<file path="src/rtl/ddr_tx_serializer.sv">
// DDR serial transmitter: a parallel word taken over valid/ready is shifted out
// MSB first, two bits per clk cycle (high phase, then low phase).
module ddr_tx_serializer #(
   parameter int WIDTH = 16
) (
   input  logic             clk,
   input  logic             rstb,
   input  logic [WIDTH-1:0] din,
   input  logic             din_valid,
   output logic             din_ready,
   output logic             dout,
   output logic             frame
);

   localparam int CNT_W = (WIDTH > 2) ? $clog2(WIDTH / 2) : 1;
   localparam logic [CNT_W-1:0] CNT_LOAD = CNT_W'(WIDTH / 2 - 1);

   logic [WIDTH-1:0] shreg;
   logic [CNT_W-1:0] cnt;
   logic             active;
   logic             bit_hi;
   logic             bit_lo;
   logic             load;

   // Ready in the last pair as well, so the next word follows with no gap.
   assign din_ready = rstb & (~active | (cnt == '0));
   assign load      = din_valid & din_ready;

   always_ff @(posedge clk or negedge rstb) begin
      if (!rstb) begin
         shreg  <= '0;
         cnt    <= '0;
         active <= 1'b0;
         bit_hi <= 1'b0;
         bit_lo <= 1'b0;
      end else if (load) begin
         bit_hi <= din[WIDTH-1];
         bit_lo <= din[WIDTH-2];
         shreg  <= din << 2;
         cnt    <= CNT_LOAD;
         active <= 1'b1;
      end else if (active && (cnt != '0)) begin
         bit_hi <= shreg[WIDTH-1];
         bit_lo <= shreg[WIDTH-2];
         shreg  <= shreg << 2;
         cnt    <= cnt - 1'b1;
      end else if (active) begin
         active <= 1'b0;
         bit_hi <= 1'b0;
         bit_lo <= 1'b0;
      end
   end

   // Clock level picks the phase bit; registering this again would lose the DDR timing.
   assign dout  = clk ? bit_hi : bit_lo;
   assign frame = active;

endmodule
</file>
<file path="config.mk">
export PLATFORM = sky130hd
export DESIGN_NAME = ddr_tx_serializer
export DESIGN_NICKNAME = d
export VERILOG_FILES = /design/src/rtl/ddr_tx_serializer.sv
export SDC_FILE = /design/constraint.sdc
export NUM_CORES = 1
export LEC_CHECK = 0
export CAP_MARGIN = 20
export CORE_MARGIN = 1.5
export CORE_UTILIZATION = 43
export CTS_CLUSTER_DIAMETER = 120
export CTS_CLUSTER_SIZE = 12
export DETAILED_ROUTE_END_ITERATION = 6
export GPL_ROUTABILITY_DRIVEN = 0
export PLACE_DENSITY = 0.75
export SLEW_MARGIN = 20
export SYNTH_ARGS = -nofsm -noshare
export SYNTH_HDL_FRONTEND = slang
export SYNTH_SLANG_ARGS = --single-unit
export TNS_END_PERCENT = 30
</file>
<file path="constraint.sdc">
create_clock -name clk -period 1.6 [get_ports clk]
set_input_delay 0.32 -clock clk [delete_from_list [all_inputs] [get_ports clk]]
set_output_delay 0.32 -clock clk [all_outputs]
set_load 0.02 [all_outputs]
</file>
* Word level (Yosys, flattened, before mapping)
Index checks and enable logic that the tools add are counted.
** Storage, ports and cells
- Output and inout port bits :: 3
- Input port bits :: 19
- Register bits :: 22
** Cells by class
- Muxes and demuxes :: 12
- Bitwise logic cells :: 4
- Equal/unequal tests :: 1
- Reduce and logical (&&, ||, !) cells :: 5
- Add/subtract/negate cells :: 1
** Operators by type and width (number)
- 2-to-1 mux 16 bit :: 2
- 2-to-1 mux 1 bit :: 8
- 2-to-1 mux 3 bit :: 2
- nonzero test 3 bit :: 2
- logical NOT 3 bit :: 1
- subtractor 3 x 1 -> 3 bit, second input constant :: 1
- bitwise AND 1 bit :: 2
- != test 2 bit, second input constant :: 1
- nonzero test 2 bit :: 1
- logical AND 1 bit :: 1
- inverter 1 bit :: 1
- OR 1 bit :: 1

* Logic depth before layout (Yosys ltp)
- Depth in word-level cells :: 5
- Mapped depth :: 8

==> summary.md <==
| Metric | Value |
|---|---|
| Synth top area share | 0.533 |
| IO buf count | 21 |
| Synth Area in Adders | 0.0266 |
| DR DRC count | 0 |
| Drt first pass iters | 4 |
| Sequential area share after synthesis | 0.533 |
| Worst EP required | 1280 ps |
| Syn Inst Count | 80 |
| Maximum VDD drop | 1.33 mV |
| Die W | 49.7 um |
| Starting density of the core | 0.469 |
| Setup ws final | -289 ps |
| Final Hold Fails | 0 |
| Worst skew pair latency | 410 ps |
| Max Cap Violations | 0 |
| Final instance area | 1320 sq um |
| WL/cell | 14.7 um |
| Initial antenna violation count | 0 |
| Post-synthesis compound-gate area fraction | 0.193 |
| Syn-to-layout area delta | 40.9% |
| Least-Margin Pin Slew | 178 ps |
| Predominant post-synthesis flop cell | dfrtp_1 |
| WP data arrival | 1570 ps |
| Initial DRC count | 7 |
| Slew headroom | 0.881 |
| Drt total wl | 2060 um |
| Vias in the first global route | 748 |
| Cell taking the most area after synthesis | dfrtp_1 |
| Failing checks | negative setup slack |
| Number of diodes | 0 |
| Die height | 49.7 um |
| Row cnt | 16 |
| Core ar. | 2000 sq um |
| Setup Fix Bufs, Post-CTS | 0 |
| Critical path startpoint category | register |
| Synthesized Nets | 101 |
| Reg2reg setup slack | -130 ps |
| Simple-gate share of the synthesized area | 0.168 |
| Setup violators final | 16 |
| Power Density | 1830 nW/um^2 |
| Hold Crit Class | input pin to async pin |
| Cell Area, Synth | 940 sq um |
| Asr flop ratio synth | 1.00 |
| Total Routing Usage GR | 0.191 |
| Core Util, Final | 0.661 |
| Yosys cell types | 22 |
| Reg-to-Reg End | shreg[7] |
| Max Fclk | 0.529 GHz |
| Avg Cell Area, Syn | 11.7 sq um |
| Reg2reg start | cnt[0] |
| Crit path max fanout | 2 |
| Critical path's slowest cell | dfrtp_1 |
| Routed Antenna Nets | 0 |
| Worst setup path class | register to primary output |
| Status | finished, violations left |
| Crit path from | cnt[0] |
| Synth Area in XOR/XNOR | 0.00932 |
| Largest family of logic cells by synthesized area | compound AO/OA/AOI/OAI gates |
| P_leak | 0.611 nW |
| Yosys warning total | 0 |
| First-pass GRT wire length | 3380 um |
| Fin. max-slew vios | 0 |
| Mux share of post-synthesis cell area | 0.0120 |
| R2R cell count | 7 |
| EDFF count, synth | 0 |
| Final Cycle Share | 1.18 |
| Nets | 135 |
| Die footprint | 2470 sq um |
| Setup crit end | din_ready |
| Final min period | 1890 ps |
| CP Cell Sequence | inv_1 > ha_2 > ha_4 > nand2b_4 > and2_4 > buf_6 |
| Largest net degree at the start of global routing | 15 |
| CP peak stage delay | 370 ps |
| Synth Register Bits | 20 |
| I/O pin cnt | 22 |
| Grt ovf | 0 |
| CTS tree | built |
| Clock skew | 0.902 ps |
| Worst-path clk slew | 110 ps |
| Post-DP HPWL | 1380 um |
| Cell types occupying the most area after synthesis | dfrtp_1, and2_1, a221o_2 |
| RSZ-0062 raised after global routing | yes |
| Overall via count from detail_route | 740 |
| Endpoint class of the critical path | primary output |
| Layout cells sized above 1 | 0.336 |
| Dpl cell area | 1230 sq um |
| Via density | 5.29 |
| CTS Hold Bufs | 0 |
==> layer usage <==
metal  part of all wire  track usage  up-vias  wire length (um)
li1                   -            -      355                 -
met1               0.46        0.272      355               956
met2               0.45        0.262       25               934
met3              0.057       0.0394        5               117
met4              0.023        0.125        0                48
met5                  0            0        -                 0
==> what timing repair did <==
item                       CTS  global route
pin swaps                    4             1
setup endpoints to repair   19            18
gates resized for setup     21             4
gates cloned                 1             0
==> worst max-delay path, delay by kind of cell (launching register included) <==
kind | cells | cell delay [ps]
fa+ha+maj | 2 | 350
simple gates | 2 | 280
buf+inv | 2 | 170
flops | 1 | 370
==> cell type report <==
type,instances,area [sq um]
fillers,168,678
flip-flops and latches,20,500
multi-input cells,52,430
repair buffers,30,282
clock buffers,7,62.6
well taps,27,33.8
inverters,4,15.0
==> power by group <==
part           total, mW  leakage, nW  switching, mW  internal, mW
logic               1.13        0.310          0.505         0.624
registers          0.816        0.257          0.107         0.709
clock network      0.472       0.0444          0.212         0.260
==> synthesized netlist by cell type (2+ instances only) <==
| library cell | n |
|---|---|
| a221o_2 | 7 |
| and2_1 | 14 |
| ha_1 | 2 |
| o21ai_0 | 4 |
| and2_4 | 2 |
| inv_1 | 4 |
| buf_2 | 2 |
| a221o_1 | 7 |
| nand3_1 | 2 |
| dfrtp_1 | 20 |
| nand2_1 | 5 |
==> cells in the final DEF (no fill, tap or decap), types with 2 or more instances in the layout <==
cell,n
dfrtp_1,20
nand3_1,2
a221o_1,7
nand2_1,5
clkdlybuf4s50_1,18
inv_1,4
clkbuf_4,5
and2_4,7
a221o_2,7
buf_6,3
buf_4,9
o21ai_0,3
and2_1,10
==> sequential cells by signal (all words and copies together), names as in the netlist <==
register  cells
bit_hi        1
bit_lo        1
cnt           3
frame         1
shreg        14
==> worst min-delay path by stage <==
stage / to / cells after the start / slack, ps
6_report: shreg[12] / 2 / 270
3_5_place_dp: shreg[8] / 1 / 490
2_1_floorplan: bit_hi / 0 / 20
3_3_place_gp: cnt[1] / 2 / 480
5_1_grt: shreg[12] / 2 / 290
4_1_cts: shreg[12] / 2 / 270
==> cells by family after synthesis <==
group / count (synthesis)
compound gates: 20
xor+xnor: 1
fa+ha+maj: 2
flops: 20
mux: 1
buf+inv: 9
simple gates: 27
==> metrics by stage <==
stage	power (mW)	setup slack, ps	TNS [ps]	hold WS (ps)	cells
6_report	2.42	-289	-1510	270	140
5_1_grt	2.60	-336	-2270	287	140
4_1_cts	2.40	-298	-1660	271	140
3_5_place_dp	1.93	-324	-4380	486	133
3_3_place_gp	1.89	-321	-4320	478	133
2_1_floorplan	1.55	-45.1	-325	24.4	80
No activity file was read; power rests on OpenSTA's default activity.
==> RTL change 1: new RTL, same flow settings <==
Reset style: synchronous (`rstb`), changed in one clocked block.
--- a/src/rtl/ddr_tx_serializer.sv
+++ b/src/rtl/ddr_tx_serializer.sv
@@ -26,7 +26,7 @@
    assign din_ready = rstb & (~active | (cnt == '0));
    assign load      = din_valid & din_ready;
 
-   always_ff @(posedge clk or negedge rstb) begin
+   always_ff @(posedge clk) begin
       if (!rstb) begin
          shreg  <= '0;
          cnt    <= '0;
Check against the original RTL: differs if rstb is asserted again (counterexample within 4 cycles, from zero or initial values and one cycle with rstb low); with rstb held inactive, the same outputs for 10 cycles.
==> RTL change 1 against the unedited design <==
The flow still finishes with violations (setup timing). Routed wire length is 7.2% lower. Area after synthesis rose by 4.3%. Die area is 4.0% higher. Critical path depth is 1 higher. Count of clock-buffer cells in the layout stayed put. First-iteration DRC count unchanged. Cell area up 0.38%. Setup slack improved by 0.10 ns. Sequential cell count stayed put. Register-to-register slack improved by 0.20 ns.
Power is not compared: it rests on default switching activity, and its combinational part moved more than twofold at a synthesized area within 25%.
==> RTL change 1: results (changes against the unedited design) <==
----------------------------------------------------
[Timing]
  Post-route worst hold slack ... 0.4805 ns (was 0.2704 ns)
  Final setup viols ... 2 (was 16)
  Fin Clk Skew ... 0.006868 ns (was 0.0009018 ns)
  Final setup slack of the worst path ... -0.1861 ns (was -0.2893 ns)
  Setup_tns ... -0.3405 ns (was -1.506 ns)

[Global routing]
  Met3 GRT Util ... 6.250% (was 3.939%)
  Number of global-route vias before repair ... 739 (was 748)
  Grt met1 use ... 20.04% (was 27.18%)
  Global routing met2 resource utilization ... 26.75% (was 26.22%)

[Synth]
  Cell types with the highest counts after synthesis ... dfxtp_1 (20), mux2i_1 (16), nand2_1 (16), o211a_1 (12), buf_6 (6) (was dfrtp_1 (20), and2_1 (14), a221o_1 (7), a221o_2 (7), nand2_1 (5))
  Post-synthesis net count ... 116 (was 101)
  Adder-cell share of the synthesized area ... 2.554% (was 2.663%)
  Sequential-to-total area share from yosys stat ... 40.87% (was 53.26%)
  Number of library cell types mapped by synthesis ... 18 (was 22)
  Cells taking the most area after synthesis ... dfxtp_1 (41%), mux2i_1 (16%), o211a_1 (12%) (was dfrtp_1 (53%), and2_1 (9.3%), a221o_2 (8.4%))
  Ys async rst share ... 0% (was 100.0%)

[Finish]
  Fraction of final layout cells sized beyond drive strength 1 ... 23.77% (was 33.63%)
  Register share of the cell area ... 30.32% (was 37.81%)
  Layout buffering overhead excluding clock cells ... 20.24% (was 21.27%)
  Nets@finish ... 144 (was 135)
  Sequential cell area ... 402.9 um2 (was 500.5 um2)
  Count of multi-input gates ... 62 (was 52)
  Area of the multi-input gates ... 526.8 um2 (was 430.4 um2)
  Number of cells in the finished layout apart from fillers ... 150 (was 140)

[Detailed routing]
  Routed Wire Length ... 1.908 mm (was 2.056 mm)
  Met1 wire length ... 819 um (was 956 um)
  First drt pass iteration count ... 3 (was 4)
  Met3 wirelength from detailed routing ... 113 um (was 117 um)
  Vias per inst ... 5.033 (was 5.286)

[Placement]
  HPWL reported at the end of detailed placement ... 1.219 mm (was 1.380 mm)

[Worst setup path]
  Reg-to-reg setup timing slack ... 0.07 ns (was -0.13 ns)
  Reg2Reg Capture Point ... cnt[2]$_SDFFE_PN0P_ (was shreg[7]$_DFFE_PN0P_)
  R2R cell count ... 9 (was 7)

[Run status]
  Violations in the final reports ... setup timing (unchanged)
  Outcome ... finished with violations (unchanged)

[Floorplanning]
  Number of well-tap cells placed ... 28 (was 27)

[Worst hold path]
  Worst min-delay path category ... flip-flop to flip-flop (was input port to async pin)

----------------------------------------------------
## RTL change 1: cell types whose count changed in the layout (fill, tap and decap cells not counted), moves of 3 or more
| cell | before | now |
|---|---|---|
| dfxtp_1 | 0 | 18 |
| o21ai_0 | 3 | 0 |
| o21a_1 | 0 | 3 |
| inv_2 | 0 | 3 |
| and2_1 | 10 | 0 |
| inv_1 | 4 | 1 |
| a221o_2 | 7 | 0 |
| and2_4 | 7 | 0 |
| nand2_1 | 5 | 15 |
| nor2_1 | 1 | 4 |
| a221o_1 | 7 | 0 |
| o211a_1 | 0 | 12 |
| dfrtp_1 | 20 | 0 |
| mux2i_1 | 0 | 16 |
## RTL change 1: kinds of logic (layout without fill, tap and decap cells)
logic type | after synthesis | in the layout
simple gates | 22 | 22
mux | 17 | 17
buf+inv | 13 | 40
flops | 20 | 20
compound gates | 21 | 21
fa+ha+maj | 2 | 2
## RTL change 1: power by group through the flow
stage | clock network (mW) | registers [mW] | logic (mW)
after global routing | 0.598 | 0.588 | 0.333
after detailed placement | 0.0458 | 0.589 | 0.264
final | 0.552 | 0.581 | 0.298
after floorplan | 0.0298 | 0.585 | 0.187
after CTS | 0.566 | 0.581 | 0.287
after global placement | 0.0458 | 0.586 | 0.257
## RTL change 1: repair_timing
item / in CTS / in global routing
gates cloned: 0 / 0
endpoints found under the setup margin: 3 / 6
setup buffers: 0 / 1
gates resized for setup: 21 / 3
hold endpoints to repair: 0 / 0
pin swaps: 3 / 2
## RTL change 1: worst max-delay path, cell delays in order, from the launching register on
cell      delay [ns]
dfxtp_2         0.35
inv_2           0.05
ha_4            0.16
ha_4            0.15
nand2b_4        0.15
nand2_4         0.06
inv_2           0.04
buf_6           0.12
==> RTL change 2: new RTL, same settings <==
Made on the original files. `WIDTH`: 16 -> 32.
--- a/src/rtl/ddr_tx_serializer.sv
+++ b/src/rtl/ddr_tx_serializer.sv
@@ -1,7 +1,7 @@
 // DDR serial transmitter: a parallel word taken over valid/ready is shifted out
 // MSB first, two bits per clk cycle (high phase, then low phase).
 module ddr_tx_serializer #(
-   parameter int WIDTH = 16
+   parameter int WIDTH = 32
 ) (
    input  logic             clk,
    input  logic             rstb,
Interface: changed (resized din); port bits go from 22 to 38. The function was not compared with the original's and may differ.
==> RTL change 2 against the unedited design <==
The flow still finishes with violations (setup timing). Via count increased by 100%. Area after synthesis increased by 89%. Global-route usage increased by 4.7 points. First-iteration DRC count increased to 8.7 times the old value. Setup slack got worse by 0.20 ns. Sequential cell count increased by 17. Cell count increased by 94%. Total power increased by 88%. Hold slack got worse by 0.18 ns. Sequential share of layout area decreased by 2.4 points. Cell area increased by 97%. Routed wire length increased by 130%. Largest cell class unchanged.
==> RTL change 2: results (changes against the unedited design) <==
----------------------------------------------------
[Run status]
  Outcome ... finished with violations (unchanged)
  Violations in the final reports ... setup timing (unchanged)

[Finish]
  Fraction of final layout cells sized beyond drive strength 1 ... 28.83% (was 33.63%)
  Nets@finish ... 258 (was 135)
  Leading registers by flop count ... shreg x30, cnt x4 (was shreg x14, cnt x3)

[Global routing]
  Largest net degree at the start of global routing ... 32 (was 15)
  Number of antenna violations at the first check in global routing ... 0 (unchanged)
  GRT Util Overall ... 23.84% (was 19.13%)
  Number of global-route vias before repair ... 1,658 (was 748)
  Wire length of the first global-routing pass ... 7.624 mm (was 3.381 mm)

[Timing]
  Final setup slack of the worst path ... -0.4871 ns (was -0.2893 ns)
  Setup_tns ... -4.871 ns (was -1.506 ns)
  Fin Clk Skew ... 0.003332 ns (was 0.0009018 ns)
  Final setup viols ... 38 (was 16)
  Slew Limit Headroom ... 77.16% (was 88.13%)

[Placement]
  Pre-CTS worst setup slack ... -0.5281 ns (was -0.3238 ns)
  Port Buffer Count ... 37 (was 21)
  HPWL reported at the end of detailed placement ... 2.908 mm (was 1.380 mm)

[Detailed routing]
  Starting DRT DRC Count ... 61 (was 7)
  Vias per inst ... 5.566 (was 5.286)
  Routed Wire Length ... 4.760 mm (was 2.056 mm)

[Power and ir drop]
  Maximum vdd drop ... 0.8856 mV (was 1.332 mV)
  Fraction of power spent switching nets ... 36.91% (was 34.10%)
  Leak ... 1.126 nW (was 0.6114 nW)

[Clocking]
  Clock transition at the register clock pins on the worst setup and hold paths after CTS ... 0.07 ns (was 0.11 ns)
  Insertion delay of the later-clocked pin in the worst-skew pair ... 0.39 ns (was 0.41 ns)

[Synth]
  Cell types with the highest counts after synthesis ... dfrtp_1 (37), mux2i_1 (28), nand3_1 (28), o21ai_0 (22) (was dfrtp_1 (20), and2_1 (14), a221o_1 (7), a221o_2 (7), nand2_1 (5))
  Number of library cell types mapped by synthesis ... 27 (was 22)
  Sequential-to-total area share from yosys stat ... 52.00% (was 53.26%)
  Post-synthesis net count ... 204 (was 101)
  Cells taking the most area after synthesis ... dfrtp_1 (52%), mux2i_1 (16%), nand3_1 (7.9%) (was dfrtp_1 (53%), and2_1 (9.3%), a221o_2 (8.4%))

[Worst hold path]
  Worst min-delay path category ... input port to async pin (unchanged)

[Worst setup path]
  Worst Path Arrival ... 1.77 ns (was 1.57 ns)

----------------------------------------------------
## RTL change 2: changes by cell type after synthesis, moves of 3 or more
| cell | change |
|---|---|
| buf_1 | +3 |
| o21ai_1 | +6 |
| a21oi_1 | +5 |
| mux2i_1 | +28 |
| and2_1 | -13 |
| a221o_2 | -7 |
| dfrtp_1 | +17 |
| a221o_1 | -5 |
| o21ai_0 | +18 |
| nand3_1 | +26 |
| clkbuf_1 | +5 |
## RTL change 2: cells by family (layout without fill, tap and decap cells)
| kind of cell | Yosys count | after routing | synth area share [%] |
|---|---|---|---|
| fa+ha+maj | 1 | 1 | 0.7026 |
| compound gates | 40 | 40 | 12.44 |
| flops | 37 | 37 | 52.00 |
| buf+inv | 18 | 72 | 5.341 |
| xor+xnor | 1 | 1 | 0.4920 |
| mux | 29 | 29 | 16.37 |
| simple gates | 42 | 42 | 12.65 |
## RTL change 2: final cells by class
| cell class | instances | area, um2 |
|---|---|---|
| clock buffers | 10 | 125.1 |
| fillers | 289 | 1388 |
| inverters | 2 | 7.507 |
| well taps | 50 | 62.56 |
| repair buffers | 60 | 608.1 |
| flip-flops and latches | 37 | 925.9 |
| multi-input cells | 113 | 883.3 |
## RTL change 2: worst max-delay path, cell delays in order (launching register included)
cell and delay [ns]:
dfrtp_1 0.39, inv_1 0.07, ha_2 0.17, or3b_4 0.38
and2_4 0.16, nor2b_4 0.10, buf_6 0.12
## RTL change 2: final timing paths
path,depth (start not counted),endpoint,slack (ns)
min in group clk,3,shreg[2]$_DFFE_PN0P_,0.47
hold reg to reg,2,shreg[21]$_DFFE_PN0P_,0.52
hold / removal,3,shreg[6]$_DFFE_PN0P_,0.09
max in group asynchronous,3,shreg[19]$_DFFE_PN0P_,0.96
setup reg to reg,7,bit_hi$_DFFE_PN0P_,-0.29
setup / recovery,6,din_ready,-0.49
## RTL change 2: timing repair
item	4_1_cts	5_1_grt
endpoints found under the hold margin	12	0
cloned	1	0
gates resized for setup	53	14
pin swaps	7	4
endpoints found under the setup margin	38	38
buffers inserted	5	1
hold buffers	1	0
## RTL change 2: metal layers
metal | global-route usage [%] | share of wire [%]
met1 | 27.11 | 40
met3 | 7.500 | 4.2
met2 | 39.85 | 53
met5 | 0 | 0
met4 | 13.01 | 2.9
## RTL change 2: power groups by stage
stage	Combinational, mW	Sequential [mW]	Clock (mW)
CTS	1.92	1.52	0.922
finish	2.10	1.54	0.914
detailed placement	1.42	1.53	0.0961
floorplan	0.972	1.50	0.0581
global route	2.27	1.57	0.979
global placement	1.33	1.51	0.0961
## RTL change 2: per-stage QoR
stage                     cells  cell area (um2)
final                       272             2613
after global routing        272             2613
after CTS                   272             2557
after detailed placement    256             2285
after global placement      256             2285
after floorplan             168             1792
